[src/rtl/instr_encoder.sv]
// instr_encoder: streaming MIPS instruction encoder / program loader.
// Optional branch/jump statistics outputs are enabled by INSTR_ENC_STATS_EN.
module instr_encoder #(
  parameter int          ADDR_W      = 6,
  parameter int          DEPTH       = 64,
  parameter logic [31:0] BASE_ADDR   = 32'h0,
  parameter int          HALT_ON_ERR = 1
) (
  input  logic              clk,
  input  logic              rst_n,
  input  logic              clr,
  input  logic              in_valid,
  output logic              in_ready,
  input  logic [4:0]        in_mnem,
  input  logic [4:0]        in_rs,
  input  logic [4:0]        in_rt,
  input  logic [4:0]        in_rd,
  input  logic [15:0]       in_imm,
  input  logic [31:0]       in_target,
  output logic              mem_we,
  output logic [ADDR_W-1:0] mem_addr,
  output logic [31:0]       mem_wdata,
  output logic [ADDR_W:0]   count,
  output logic              full,
  output logic              err,
  output logic [1:0]        err_code
`ifdef INSTR_ENC_STATS_EN
  ,
  output logic [15:0]       br_cnt,
  output logic [15:0]       jmp_cnt
`endif
);

  localparam logic [4:0] M_SLT   = 5'd6;
  localparam logic [4:0] M_JR    = 5'd7;
  localparam logic [4:0] M_LW    = 5'd8;
  localparam logic [4:0] M_SW    = 5'd9;
  localparam logic [4:0] M_BEQ   = 5'd10;
  localparam logic [4:0] M_BNE   = 5'd11;
  localparam logic [4:0] M_J     = 5'd12;
  localparam logic [4:0] M_JAL   = 5'd13;
  localparam logic [4:0] M_ADDI  = 5'd14;
  localparam logic [4:0] M_LUI   = 5'd18;
  localparam logic [4:0] M_SLTIU = 5'd20;

  localparam logic [ADDR_W:0] DEPTH_C = (ADDR_W+1)'(DEPTH);

  typedef enum logic [1:0] {
    ST_RUN,
    ST_FULL,
    ST_HALT
  } state_t;

  state_t state, state_nx;

  logic [ADDR_W-1:0] wr_ptr;
  logic [31:0]       pc4;
  logic [31:0]       diff;
  logic              br_ok;
  logic              jmp_ok;
  logic              r_type;
  logic              jr;
  logic              i_type;
  logic              br;
  logic              jmp;
  logic [5:0]        r_fn;
  logic [5:0]        i_op;
  logic [31:0]       word;
  logic [1:0]        code;
  logic              accept;
  logic              wr;
  logic              bad;
  logic [ADDR_W:0]   count_inc;
  logic              unused_ok;

  assign wr_ptr = count[ADDR_W-1:0];
  assign pc4    = BASE_ADDR + (32'(wr_ptr) << 2) + 32'd4;
  assign diff   = in_target - pc4;

  // Offset fits in 16 bits iff diff[31:17] is a pure sign extension.
  assign br_ok  = (in_target[1:0] == 2'b00) &&
                  ((&diff[31:17]) || ~(|diff[31:17]));
  assign jmp_ok = (in_target[1:0] == 2'b00) &&
                  (in_target[31:28] == pc4[31:28]);
  assign unused_ok = &{1'b0, diff[1:0]};

  assign r_type = (in_mnem <= M_SLT);
  assign jr     = (in_mnem == M_JR);
  assign i_type = (in_mnem == M_LW) || (in_mnem == M_SW) ||
                  ((in_mnem >= M_ADDI) && (in_mnem <= M_SLTIU));
  assign br     = (in_mnem == M_BEQ) || (in_mnem == M_BNE);
  assign jmp    = (in_mnem == M_J) || (in_mnem == M_JAL);

  always_comb begin
    r_fn = 6'h20;
    case (in_mnem)
      5'd1:    r_fn = 6'h22;
      5'd2:    r_fn = 6'h24;
      5'd3:    r_fn = 6'h25;
      5'd4:    r_fn = 6'h26;
      5'd5:    r_fn = 6'h27;
      5'd6:    r_fn = 6'h2A;
      default: r_fn = 6'h20;
    endcase
  end

  always_comb begin
    i_op = 6'h08;
    case (in_mnem)
      5'd8:    i_op = 6'h23;
      5'd9:    i_op = 6'h2B;
      5'd15:   i_op = 6'h0C;
      5'd16:   i_op = 6'h0D;
      5'd17:   i_op = 6'h0E;
      5'd18:   i_op = 6'h0F;
      5'd19:   i_op = 6'h0A;
      5'd20:   i_op = 6'h0B;
      default: i_op = 6'h08;
    endcase
  end

  always_comb begin
    word = 32'h0;
    code = 2'b00;
    unique case (1'b1)
      r_type: word = {6'h00, in_rs, in_rt, in_rd, 5'd0, r_fn};
      jr:     word = {6'h00, in_rs, 15'd0, 6'h08};
      i_type: word = {i_op,
                      (in_mnem == M_LUI) ? 5'd0 : in_rs,
                      in_rt, in_imm};
      br: begin
        word = {(in_mnem == M_BEQ) ? 6'h04 : 6'h05,
                in_rs, in_rt, diff[17:2]};
        if (!br_ok) code = 2'b10;
      end
      jmp: begin
        word = {(in_mnem == M_J) ? 6'h02 : 6'h03,
                in_target[27:2]};
        if (!jmp_ok) code = 2'b11;
      end
      default: code = 2'b01;
    endcase
  end

  assign in_ready  = rst_n & ~clr & (state == ST_RUN);
  assign accept    = in_valid & in_ready;
  assign bad       = (code != 2'b00);
  assign wr        = accept & ~bad;
  assign count_inc = count + 1'b1;
  assign full      = (count == DEPTH_C);

  always_ff @(posedge clk) begin
    if (!rst_n) state <= ST_RUN;
    else        state <= state_nx;
  end

  always_comb begin
    state_nx = state;
    unique case (state)
      ST_RUN: begin
        if (wr && (count_inc == DEPTH_C))
          state_nx = ST_FULL;
        else if (accept && bad && (HALT_ON_ERR != 0))
          state_nx = ST_HALT;
      end
      ST_FULL: state_nx = ST_FULL;
      ST_HALT: state_nx = ST_HALT;
      default: state_nx = ST_RUN;
    endcase
    if (clr) state_nx = ST_RUN;
  end

  always_ff @(posedge clk) begin
    if (!rst_n) begin
      mem_we    <= 1'b0;
      mem_addr  <= '0;
      mem_wdata <= 32'h0;
      count     <= '0;
      err       <= 1'b0;
      err_code  <= 2'b00;
    end else begin
      mem_we <= 1'b0;
      if (clr) begin
        count    <= '0;
        err      <= 1'b0;
        err_code <= 2'b00;
      end else if (wr) begin
        mem_we    <= 1'b1;
        mem_addr  <= wr_ptr;
        mem_wdata <= word;
        count     <= count_inc;
      end else if (accept) begin
        err <= 1'b1;
        // First error code is kept until clr.
        if (!err) err_code <= code;
      end
    end
  end

`ifdef INSTR_ENC_STATS_EN
  always_ff @(posedge clk) begin
    if (!rst_n || clr) begin
      br_cnt  <= 16'h0;
      jmp_cnt <= 16'h0;
    end else if (wr) begin
      if (br && (br_cnt != 16'hFFFF))
        br_cnt <= br_cnt + 16'd1;
      if ((jmp || jr) && (jmp_cnt != 16'hFFFF))
        jmp_cnt <= jmp_cnt + 16'd1;
    end
  end
`endif

endmodule
[config.mk]
export PLATFORM = sky130hd
export DESIGN_NAME = instr_encoder
export DESIGN_NICKNAME = d
export VERILOG_FILES = /design/src/rtl/instr_encoder.sv
export SDC_FILE = /design/constraint.sdc
export NUM_CORES = 1
export LEC_CHECK = 0
export ABC_AREA = 1
export CORE_UTILIZATION = 44
export CTS_CLUSTER_DIAMETER = 40
export DETAILED_ROUTE_END_ITERATION = 16
export HOLD_SLACK_MARGIN = 0.15
export PLACE_DENSITY = 0.79
export SLEW_MARGIN = 20
export SYNTH_ARGS = -nofsm -noshare
export SYNTH_HDL_FRONTEND = slang
export SYNTH_SLANG_ARGS = --single-unit
[constraint.sdc]
create_clock -name clk -period 2.9 [get_ports clk]
set_input_delay 0.29 -clock clk [delete_from_list [all_inputs] [get_ports clk]]
set_output_delay 0.29 -clock clk [all_outputs]
set_load 0.05 [all_outputs]
# After elaboration in Yosys (flattened, before gate mapping)
# Memories as Yosys holds them, arrays and structs flattened.
# Index checks and enable logic that the tools add are counted.
op_classes:
  n_mux: 12
  n_bitwise: 10
  n_eq_ne: 20
  reduce_logical: 20
  n_addsub: 3
  n_lt_le_gt_ge: 3
op_table:
  columns: ["cell", "count"]
  rows:
  - ["one-hot mux 32 bit (5 select lines)", 1]
  - ["subtractor 32 x 9 -> 32 bit", 1]
  - ["equality test 5 x 4 -> 1 bit (second input constant)", 6]
  - ["one-hot mux 4 bit (6 select lines)", 1]
  - ["equality test 5 x 3 -> 1 bit (second input constant)", 4]
  - ["AND reduction 15 bit", 1]
  - ["OR reduction 15 bit", 1]
  - ["equality test 7 bit (second input constant)", 2]
  - ["one-hot mux 2 bit (3 select lines)", 2]
  - ["equality test 5 x 2 -> 1 bit (second input constant)", 2]
  - ["adder 8 x 3 -> 9 bit (second input constant)", 1]
  - ["2-to-1 mux 2 bit", 4]
  - ["adder 7 x 1 -> 7 bit (second input constant)", 1]
  - ["inverter 1 bit", 6]
  - ["equality test 5 x 1 -> 1 bit (second input constant)", 1]
  - ["equality test 5 bit (second input constant)", 1]
  - ["greater-or-equal comparator 5 x 4 -> 1 bit (second input constant)", 1]
  - ["less-or-equal comparator 5 x 3 -> 1 bit (second input constant)", 1]
  - ["less-or-equal comparator 5 bit (second input constant)", 1]
  - ["logical AND 1 bit", 5]
  - ["logical OR 1 bit", 5]
  - ["2-to-1 mux 5 bit", 1]
  - ["bitwise AND 1 bit", 4]
  - ["equality test 4 x 1 -> 1 bit (second input constant)", 1]
  - ["other kinds (10)", 14]
totals:
  register_bits: 51
  out_inout_bits: 51
  mem_bits_ro: 160
  inputBits: 72
  memories: 1
memory_table:
  columns: ["name", "depth", "width", "rd", "rd_clocked_by_memory_dff", "write_ports", "line", "text"]
  rows:
  - ["(no name shown)", 32, 5, 1, 0, 0, "109", "case (in_mnem)"]

# Logic depth before layout (Yosys ltp)
# Gate-level depths: netlist of run 1.
depth:
  ltp_word: 14
  mapped_depth: 26

# Worst setup path after synthesis of run 1
# No wires, ideal clock.
synth_path:
  path_type: "register to register"
  startpoint: "register count[2]"
  endpoint: "register mem_addr[3]"
  required_ns: 2.830
  path_stages_with_launch: 25
  setup_slack_ns: -0.232
  setup_time_ns: 0.070
  n_path_buf: 2
  t_arrival_ns: 3.061
  cell_sequence: "dfxtp_1 ha_1 inv_1 ha_1 nand2_1 inv_1 nand3_1 nand3_1 nand2_1 buf_2 nand3_1 nand2_1 nand2_1 nor2_1 nand2_1 nor2_1 nand2_1 nand2_1 nand2_1 nand2_2 nand3_4 inv_4 buf_6 nand2_1 a21oi_1"
synth_between:
  elab_chain_cells: 12
  word_cells_on_any_way: 13
synth_lines:
  columns: ["item", "line", "text"]
  rows:
  - ["start, declared", "23", "output logic [ADDR_W:0] count,"]
  - ["start signal, assigned", "191", "count <= count_inc;"]
  - ["adder 8 x 3 -> 9 bit *", "77", "assign pc4 = BASE_ADDR + (32'(wr_ptr) << 2) + 32'd4;"]
  - ["subtractor 32 x 9 -> 32 bit *", "78", "assign diff = in_target - pc4;"]
  - ["OR reduction 15 bit", "82", "((&diff[31:17]) || ~(|diff[31:17]));"]
  - ["inverter 1 bit", "82", null]
  - ["logical OR 1 bit *", "82", null]
  - ["logical AND 1 bit *", "81", "assign br_ok = (in_target[1:0] == 2'b00) &&"]
  - ["2-to-1 mux 2 bit *", "134", "if (!br_ok) code = 2'b10;"]
  - ["one-hot mux 2 bit (3 select lines) *", "125", "unique case (1'b1)"]
  - ["nonzero test 2 bit *", "147", "assign bad = (code != 2'b00);"]
  - ["inverter 1 bit *", "148", "assign wr = accept & ~bad;"]
  - ["bitwise AND 1 bit *", "148", null]
  - ["AND reduction 2 bit (no source line) *", null, null]
  - ["end signal, assigned", "189", "mem_addr <= wr_ptr;"]
  - ["end, declared", "21", "output logic [ADDR_W-1:0] mem_addr,"]
# Every way passes the cells marked *; elsewhere a longest branch is shown, timed or not.
# A chain may end at the register's enable or synchronous reset.

# Worst setup path after layout of run 1
layout_path:
  startpoint: "register count[2]"
  endpoint: "register mem_addr[5]"
# Same word-level chain as after synthesis.

==> results of run 1 <==
-- cell type report --
class / count / area (um2)
inverter: 121 / 488
multi-input combinational: 538 / 3260
clock inverter: 1 / 30.0
tap: 129 / 161
sequential: 50 / 1020
clock buffer: 7 / 76.3
timing repair inverter: 1 / 8.76
timing repair buffer: 217 / 2170
fill: 597 / 2020
-- what timing repair did --
action / in CTS / in global routing
pin swaps: 47 / 46
hold buffers: 0 / 0
endpoints found under the setup margin: 50 / 50
setup buffers: 10 / 3
resized for setup: 122 / 87
gates cloned: 6 / 3
-- path summary, 6_finish.rpt --
kind                                   from  slack (ps)  cells past startpoint           to
worst min-delay path            mem_addr[0]         470                      2  mem_addr[0]
worst min register to register  mem_addr[0]         470                      2  mem_addr[0]
worst max-delay path               count[2]        -210                     24  mem_addr[5]
worst max register to register     count[2]        -210                     24  mem_addr[5]
-- Yosys cell counts, types with 4 or more instances --
| cell type | count |
|---|---|
| o22ai_1 | 11 |
| a22oi_1 | 7 |
| a21oi_1 | 60 |
| inv_1 | 110 |
| dfxtp_1 | 50 |
| buf_6 | 4 |
| nor2_2 | 5 |
| nor2_1 | 78 |
| o21ai_0 | 21 |
| nand3_1 | 44 |
| nand4_1 | 15 |
| nor3_1 | 7 |
| clkbuf_1 | 9 |
| nand2_2 | 4 |
| buf_2 | 6 |
| o2111ai_1 | 4 |
| inv_2 | 8 |
| nand2_1 | 232 |
| xor2_1 | 7 |
| ha_1 | 17 |
-- metal layers --
layer | routed length [um] | part of all wire [%] | vias to the layer above
li1 | - | - | 2737
met1 | 7630 | 37 | 2759
met2 | 9810 | 48 | 462
met3 | 1810 | 8.8 | 104
met4 | 1340 | 6.5 | 0
met5 | 0 | 0 | -
-- report_power, final --
part           leakage [nW]  switching, mW  internal (mW)
logic                  2.68          0.436          0.333
clock network        0.0524          0.225          0.258
registers             0.409        0.00924          0.693
total                  3.14          0.670           1.28
-- logic make-up (layout without fill, tap and decap cells) --
| kind of cell | Yosys count | after routing | synth area share (%) |
|---|---|---|---|
| and+or+nand+nor | 394 | 395 | 39.4 |
| buffers and inverters | 141 | 347 | 13.7 |
| AOI/OAI and AO/OA | 116 | 116 | 16.0 |
| DFF | 50 | 50 | 23.9 |
| adders and majority gates | 17 | 17 | 5.08 |
| xor gates and xnor gates | 9 | 9 | 1.88 |
| other | 1 | 1 | 0.0895 |
-- stage by stage --
step,hold WS (ps),area (um2)
floorplan,439,4200
global placement,449,6070
detailed placement,455,6070
CTS,466,6820
global route,489,7220
finish,472,7220
-- state kept, by name (all words and copies together) (netlist names) --
signal	count
mem_wdata	31
mem_addr	6
count	7
mem_we	1
err	1
state	2
err_code	2
-- critical path, delay by kind of cell, from the launching register on --
kind / cells / cell delay [ps]
adders and majority gates: 2 / 550
DFF: 1 / 370
buffers and inverters: 6 / 630
and+or+nand+nor: 15 / 1350
AOI/OAI and AO/OA: 1 / 80
==> run summary, run 1 <==
================================================================================
Run status                                                          finished, violations left
Violations in the final reports                                     setup timing
Start-to-end type of the worst setup path                           flip-flop to flip-flop
Starting density of the core                                               45.3%
Final Max Tran Viols                                                           0
Timing-limited maximum frequency                                         321 MHz
Detailed-route wire length per cell                                      19.3 um
Syn-to-layout area delta                                                   72.3%
Initial DRC Count                                                            487
Total track usage                                                          37.9%
Final Hold Fails                                                               0
Number of antenna violations at the first check in global routing              0
Post-route worst setup slack                                             -214 ps
Placed cell count                                                           1035
Total of flip-flops plus latches after synthesis                              50
Critical path data required time                                         3070 ps
Dominant register cell in the synthesized netlist                        dfxtp_1
Number of different library cells in the post-synthesis netlist               41
Global-route wire length before repair                                   29.1 mm
Kind of capture point of the worst setup path                          flip-flop
Critical Path Most Common Cell                                           nand2_2
Post-layout minimum cycle time                                           3110 ps
Crit path launch type                                                  flip-flop
Vias per Instance                                                           5.70
Std-Cell Rows                                                                 35
Slew at the pin closest to its max-slew limit                             918 ps
Number of nets with antenna violations after detailed routing                  0
Clock slew at reported path FFs                                            90 ps
Post-synthesis sequential area ratio                                       23.9%
DRT Pass-1 Iters                                                               5
CP Max Fanout                                                                 11
Met3 routing resource usage after global routing                           4.50%
Io pins                                                                      123
Final total negative setup slack                                        -7270 ps
Max IR drop VDD                                                         0.335 mV
Post-synth EDFFs                                                               0
Synth async-reset ratio                                                       0%
Yosys top cell area share                                                  23.9%
Root buf cell                                                           clkbuf_8
Wirelength, routed                                                       20.6 mm
Vias in the first global route                                              5819
Critical Path AT                                                         3280 ps
Maximum number of pins on one net before global-route repair                  38
Unrepaired setup endpoints after global routing                              yes
Half-perimeter wire length after detailed placement                      13.3 mm
Total setup violations reported at the end of the flow                        45
Worst-case clock buffer depth                                                  2
Worst slew margin relative to its limit                                    38.0%
Post-route DRC violation count                                                 0
Total via count in the routed design                                        6062
Clock tree from TritonCTS                                                    yes
Leak Pwr                                                                 3.14 nW
Final-stage net count                                                       1023
Count of clock tree sinks                                                     50
Warnings, synthesis                                                            0
Count of input and output buffers                                            121
Worst-case clock skew                                                    2.19 ps
Proportion of layout cells with a drive suffix above 1                     29.1%
Count of non-filler cells in the finished layout                            1064
Top area cells in the synthesized netlist                           dfxtp_1 24%, nand2_1 21%, inv_1 9.9%
Longest individual stage delay on the worst path                          370 ps
Worst min path class                                                flip-flop to flip-flop
Final Core Density                                                         78.1%
Met2 Use GR                                                                66.1%
Final Total Pwr                                                          1.95 mW
Congestion Overflow GR                                                         0
Mapped cell area                                                     0.00419 mm2
Number of buffers inserted during clock tree synthesis                         5
Ordered list of cells on the worst path                             ha_4 -> inv_2 -> ha_4 -> nand2_1 -> nand2_2 -> inv_1 -> nand2_2 -> nand2_4 -> buf_6 -> and2_4 -> nand3_1 -> nand2_2 -> inv_1 -> nand3_1 -> nor2_1 -> nand2_1 -> nand2_1 -> nand2_2 -> nand2_2 -> nand3_4 -> buf_6 -> buf_16 -> nand2_1 -> a21oi_4
Maximum level of the CTS H-tree                                                2
Width of the die                                                         99.6 um
Maximum Capacitance Violations                                                 0
Most frequent cells in the layout                                   175 x nand2_1, 113 x clkdlybuf4s50_1, 94 x inv_1, 77 x buf_4, 67 x nor2_1
Area of the die                                                      0.00992 mm2
Most common cell after layout, fill and taps aside                       nand2_1
Core Box Area                                                        0.00924 mm2
Cell taking the most area after synthesis                                dfxtp_1
Latest clock arrival within the worst-skew pair                           300 ps
Number of nets in the synthesized netlist                                    817
Syn_area_per_cell                                                       5.75 um2
Floorplan die height                                                     99.6 um
Power density over cell area                                          271 mW/mm2
Met1 GRT Util                                                              45.2%
GPL Wtd Cong                                                               0.940
Share of the clock period used by the worst path after layout               107%
Synthesized netlist cell count                                               728
Busiest layer in global routing                                             met2
Master of the slowest instance on the critical path                      dfxtp_4
# diodes                                                                       0
Setup slack after placement                                              -812 ps
================================================================================
Power figures use the tool's default switching activity.
==> run 2, diff against run 1 <==
--- a/config.mk
+++ b/config.mk
@@ -6,7 +6,7 @@
 export NUM_CORES = 1
 export LEC_CHECK = 0
 export ABC_AREA = 1
-export CORE_UTILIZATION = 44
+export CORE_UTILIZATION = 46
 export CTS_CLUSTER_DIAMETER = 40
 export DETAILED_ROUTE_END_ITERATION = 16
 export HOLD_SLACK_MARGIN = 0.15
==> constraint.sdc (replaced) <==
create_clock -name clk -period 3.4 [get_ports clk]
set_input_delay 0.68 -clock clk [delete_from_list [all_inputs] [get_ports clk]]
set_output_delay 0.68 -clock clk [all_outputs]
set_load 0.05 [all_outputs]
==> run 2 against run 1 <==
Net effect:
- the run now ends clean
- total power decreased by 18%
- via count down 3.1%
- critical path depth up 2
- clock skew increased by 7.6 ps
- core utilization down 0.95 points
- critical endpoint is now mem_wdata[31]
- largest cell class unchanged
- largest power group unchanged
- highest routed layer unchanged
==> run summary, run 2 (synthesis gave the netlist of run 1 again) <==
================================================================================
Run status                                                             completed
Most frequent cells in the layout                                   191 x nand2_1, 112 x clkdlybuf4s50_1, 93 x inv_1, 87 x buf_4, 67 x nor2_1
Critical Path AT                                                         3510 ps
Start-to-end type of the worst setup path                           primary input to flip-flop
Share of the clock period used by the worst path after layout              98.0%
Wirelength, routed                                                       18.6 mm
Registers with the most flip-flops                                  mem_wdata (31), count (7), mem_addr (6)
Power density over cell area                                          237 mW/mm2
Worst min path class                                                flip-flop to flip-flop
Total track usage                                                          36.7%
Starting density of the core                                               47.8%
Number of nets with antenna violations after detailed routing                  0
Latest clock arrival within the worst-skew pair                           300 ps
Count of clock tree sinks                                                     50
Number of buffers inserted during clock tree synthesis                         5
Congestion Overflow GR                                                         0
Combined area of the multi-input logic cells                         0.00307 mm2
Maximum number of pins on one net before global-route repair                  38
# diodes                                                                       0
Detailed-route wire length per cell                                      17.9 um
Syn-to-layout area delta                                                   61.4%
Worst-case clock buffer depth                                                  2
Largest reg by FF count                                                mem_wdata
Io pins                                                                      123
Global-route wire length before repair                                   27.7 mm
Most common cell after layout, fill and taps aside                       nand2_1
Critical path data required time                                         3580 ps
Clock slew at reported path FFs                                           100 ps
Clock tree from TritonCTS                                                    yes
GPL Wtd Cong                                                               0.971
Half-perimeter wire length after detailed placement                      13.5 mm
DRT Pass-1 Iters                                                               5
Final Max Tran Viols                                                           0
Post-route DRC violation count                                                 0
Total via count in the routed design                                        5877
Root buf cell                                                           clkbuf_8
Core Box Area                                                        0.00876 mm2
Vias per Instance                                                           5.64
Kind of capture point of the worst setup path                          flip-flop
Number of hold buffers added after cts                                         0
Proportion of layout cells with a drive suffix above 1                     24.5%
Final-stage net count                                                       1022
CP Max Fanout                                                                  7
Count of input and output buffers                                            121
Vias in the first global route                                              5485
Maximum Capacitance Violations                                                 0
Crit path launch type                                               primary input
Floorplan die height                                                     97.4 um
Total setup violations reported at the end of the flow                         0
Timing-limited maximum frequency                                         300 MHz
Final Core Density                                                         77.1%
Std-Cell Rows                                                                 34
Maximum level of the CTS H-tree                                                2
Leak Pwr                                                                 2.98 nW
Number of antenna violations at the first check in global routing              0
Initial DRC Count                                                            610
Area occupied by registers                                           0.00100 mm2
Final Hold Fails                                                               0
Area of the die                                                      0.00949 mm2
Max reg flops                                                                 31
Final Total Pwr                                                          1.60 mW
Post-layout minimum cycle time                                           3330 ps
Width of the die                                                         97.4 um
Slew at the pin closest to its max-slew limit                             628 ps
Worst-case clock skew                                                    9.78 ps
Worst slew margin relative to its limit                                    58.0%
Max IR drop VDD                                                         0.196 mV
Filler cells                                                                 633
================================================================================
## run 2: report_power, final
group / internal, mW / switching [mW] / total (mW) / leakage (nW)
sequential: 0.595 / 0.00764 / 0.603 / 0.404
clock: 0.187 / 0.204 / 0.391 / 0.0544
combinational: 0.266 / 0.345 / 0.611 / 2.52
## run 2: worst max-delay path, cell delays in order
cell	delay, ps
dlygate4sd2_1	210
inv_2	60
ha_4	260
inv_2	40
ha_4	290
nand2_1	80
inv_2	110
nand2_4	70
nor2_4	150
nand3_2	100
nand3_2	90
nand2_1	60
nand2_2	100
nand2_1	70
inv_1	50
nand2_1	40
nor2_1	80
nand2_1	50
nand2_1	80
nand2_2	60
nand2_2	110
nand3_4	180
buf_8	210
buf_6	140
nand2_2	70
a21oi_1	70
## run 2: cell type report
type / count / area share, %
flip-flops and latches: 50 / 14.8
clock buffers: 7 / 1.43
clock inverters: 1 / 0.130
repair buffers: 216 / 29.2
multi-input cells: 538 / 45.4
well taps: 108 / 2.00
inverters: 121 / 6.87
repair inverters: 1 / 0.0925
## run 2: through the flow
step	hold WS (ps)	setup slack, ps	TNS (ps)	cell area, um2	cells
finish	470	69.2	0	6760	1042
global route	490	-69.6	-1330	6760	1042
CTS	470	82.9	0	6580	1038
detailed placement	457	-635	-27720	6040	1017
global placement	446	-563	-24640	6040	1017
floorplan	439	268	0	4190	728
## run 2: final timing paths
| path | from | end | slack (ps) | cells past startpoint |
|---|---|---|---|---|
| setup / recovery | in_target[5] | mem_wdata[31] | 70 | 26 |
| hold / removal | mem_wdata[15] | mem_wdata[15] | 470 | 2 |
| setup reg to reg | count[4] | mem_wdata[31] | 100 | 23 |
| hold reg to reg | mem_wdata[15] | mem_wdata[15] | 470 | 2 |
## run 2: timing repair
item | in CTS | in global routing
buffers inserted | 10 | 4
gates resized for setup | 93 | 52
gates cloned | 3 | 0
pin swaps | 37 | 27
setup endpoints to repair | 48 | 46
## run 2: per-layer routing
layer / part of all wire (%) / track usage (%) / routed length [um] / vias to the layer above
li1: - / - / - / 2740
met1: 37 / 44.7 / 6920 / 2676
met2: 48 / 64.4 / 9020 / 393
met3: 9.0 / 4.17 / 1670 / 68
met4: 5.6 / 16.4 / 1040 / 0
met5: 0 / 0 / 0 / -
==> run 3, diff against run 2 <==
--- a/config.mk
+++ b/config.mk
@@ -6,6 +6,7 @@
 export NUM_CORES = 1
 export LEC_CHECK = 0
 export ABC_AREA = 1
+export CORE_ASPECT_RATIO = 2
 export CORE_UTILIZATION = 46
 export CTS_CLUSTER_DIAMETER = 40
 export DETAILED_ROUTE_END_ITERATION = 16
==> run 3 against run 2 <==
Net effect:
- the run now ends with setup timing left
- cell count decreased by 0.38%
- first-iteration DRC count increased by 25%
- critical endpoint is now mem_wdata[0]
- clock power increased by 40%
- non-clock buffer count increased by 5
- combinational power increased by 6.5%
- wire length increased by 16%
- worst hold slack got worse by 6.6 ps
- register-to-register slack about the same
- core utilization increased by 2.9 points
- highest routed layer unchanged
- largest power group unchanged
==> run summary, run 3 (synthesis gave the netlist of run 1 again) <==
================================================================================
Vias per Instance                                                           5.98
Timing-limited maximum frequency                                         294 MHz
Root buf cell                                                          clkbuf_16
Worst R2R Path Depth                                                          24
# diodes                                                                       0
Switching share of power                                                   35.2%
Number of nets with antenna violations after detailed routing                  0
Post-route DRC violation count                                                 0
Floorplan die height                                                      137 um
Number of buffers inserted during clock tree synthesis                         5
Final total negative setup slack                                        -3.52 ps
Largest reg by FF count                                                mem_wdata
Run status                                                          finished, violations left
Kind of capture point of the worst setup path                          flip-flop
Half-perimeter wire length after detailed placement                      14.4 mm
Total via count in the routed design                                        6206
Power share of the combinational group                                     36.2%
CP Max Fanout                                                                  8
Max IR drop VDD                                                         0.354 mV
Final Hold Fails                                                               0
Area occupied by registers                                           0.00100 mm2
DRT Pass-1 Iters                                                               6
Start-to-end type of the worst setup path                           primary input to flip-flop
Final-stage net count                                                       1026
Critical Path AT                                                         3620 ps
Congestion Overflow GR                                                         0
Leak Pwr                                                                 3.05 nW
Clock tree from TritonCTS                                                    yes
Starting density of the core                                               48.1%
Crit path launch type                                               primary input
Wirelength, routed                                                       21.6 mm
Clock slew at reported path FFs                                            70 ps
Area of the die                                                      0.00951 mm2
Post-route worst setup slack                                            -3.52 ps
Maximum Capacitance Violations                                                 0
Part of the power in registers                                             33.4%
Worst min path class                                                flip-flop to flip-flop
Maximum level of the CTS H-tree                                                2
Filler cells                                                                 585
Global-route wire length before repair                                   31.0 mm
Width of the die                                                         69.5 um
Most frequent cells in the layout                                   183 x nand2_1, 110 x clkdlybuf4s50_1, 88 x inv_1, 88 x buf_4, 63 x nor2_1
Core Box Area                                                        0.00871 mm2
Std-Cell Rows                                                                 48
Slew at the pin closest to its max-slew limit                             986 ps
Maximum number of pins on one net before global-route repair                  38
Final Core Density                                                         80.1%
Setup slack after placement                                              -725 ps
Io pins                                                                      123
Violations in the final reports                                     setup timing
Total setup violations reported at the end of the flow                         1
Power density over cell area                                          258 mW/mm2
Final Max Tran Viols                                                           0
Power dissipated by switching net loads                                   635 uW
Worst-case clock skew                                                    7.03 ps
Vias in the first global route                                              6016
Post-layout minimum cycle time                                           3400 ps
Count of clock tree sinks                                                     50
Proportion of layout cells with a drive suffix above 1                     27.6%
GPL Wtd Cong                                                                1.01
Count of input and output buffers                                            121
Clock network fraction of total power                                      30.4%
Registers with the most flip-flops                                  mem_wdata (31), count (7), mem_addr (6)
Detailed-route wire length per cell                                      20.8 um
Latest clock arrival within the worst-skew pair                           300 ps
Critical path data required time                                         3610 ps
Most common cell after layout, fill and taps aside                       nand2_1
Share of the clock period used by the worst path after layout               100%
Max reg flops                                                                 31
Number of antenna violations at the first check in global routing              0
Worst slew margin relative to its limit                                    33.2%
Initial DRC Count                                                            765
Cell depth of the worst min-delay path                                         2
Total track usage                                                          42.9%
Syn-to-layout area delta                                                   66.4%
Worst-case clock buffer depth                                                  2
Combined area of the multi-input logic cells                         0.00316 mm2
Int Power                                                                1.17 mW
================================================================================
[run 3: cell types whose count changed in the layout (fill, tap and decap cells not counted), moves of 5 or more]
cell | before | now
clkbuf_16 | 0 | 5
clkbuf_8 | 7 | 1
inv_1 | 93 | 88
inv_2 | 24 | 30
nand2_1 | 191 | 183
nand2_4 | 8 | 13
nand3_1 | 37 | 32
nor2_2 | 9 | 14
[run 3: cell type report]
| cell class | count | area share, % |
|---|---|---|
| Inverter | 121 | 6.62 |
| Tap cell | 100 | 1.79 |
| Clock buffer | 6 | 1.99 |
| Sequential cell | 50 | 14.4 |
| Timing Repair Buffer | 221 | 29.7 |
| Multi-Input combinational cell | 538 | 45.3 |
| Clock inverter | 2 | 0.233 |
[run 3: worst paths after layout]
kind	slack, ps	endpoint	start
worst max-delay path	-4	mem_wdata[0]	in_target[3]
worst min-delay path	460	state[0]	state[0]
worst max register to register	110	mem_wdata[0]	count[0]
worst min register to register	460	state[0]	state[0]
[run 3: routing by layer]
metal	GRT usage, %	wire length, um	vias up	part of all wire (%)
met3	11.7	1940	195	9.0
met2	73.6	10300	473	48
met5	0	0	-	0
met4	42.2	2670	0	12
li1	-	-	2752	-
met1	40.0	6720	2786	31
[run 3: repair_timing]
item,CTS,global route
cloned,3,0
setup endpoints to repair,48,48
buffers inserted,7,8
pin swaps,25,47
resized for setup,62,114
hold buffers,0,0
[run 3: power by group through the flow]
stage	sequential (mW)	clock, mW	combinational, mW
3_3_place_gp	0.615	0	0.508
3_5_place_dp	0.615	0	0.514
5_1_grt	0.603	0.572	0.685
4_1_cts	0.601	0.540	0.561
6_report	0.602	0.548	0.651
2_1_floorplan	0.649	0	0.215
[run 3: critical path, cell delays in order]
cell      delay (ps)
clkbuf_2         110
inv_2             50
ha_4             270
inv_2             50
ha_4             300
inv_2             60
nor2_4           140
nand2_2           90
nand2_4          110
buf_4            140
nand2_2           70
nand4_1          110
nand2_2           70
nor2_1            80
nand2_1           50
nor2_1           100
nand2_1           60
nand2_1           70
nand2_2           60
nand2_2          100
nand3_4          180
inv_8            150
buf_12           110
buf_16           120
nand2_1           80
a21oi_1          190
[run 3: per-stage QoR]
stage	hold WS (ps)	power [mW]	instance area, um2	std cells
after floorplan	439	0.864	4190	728
after global placement	447	1.12	6070	1012
after detailed placement	453	1.13	6070	1012
after CTS	464	1.70	6600	1030
after global routing	480	1.86	6970	1038
final	463	1.80	6970	1038
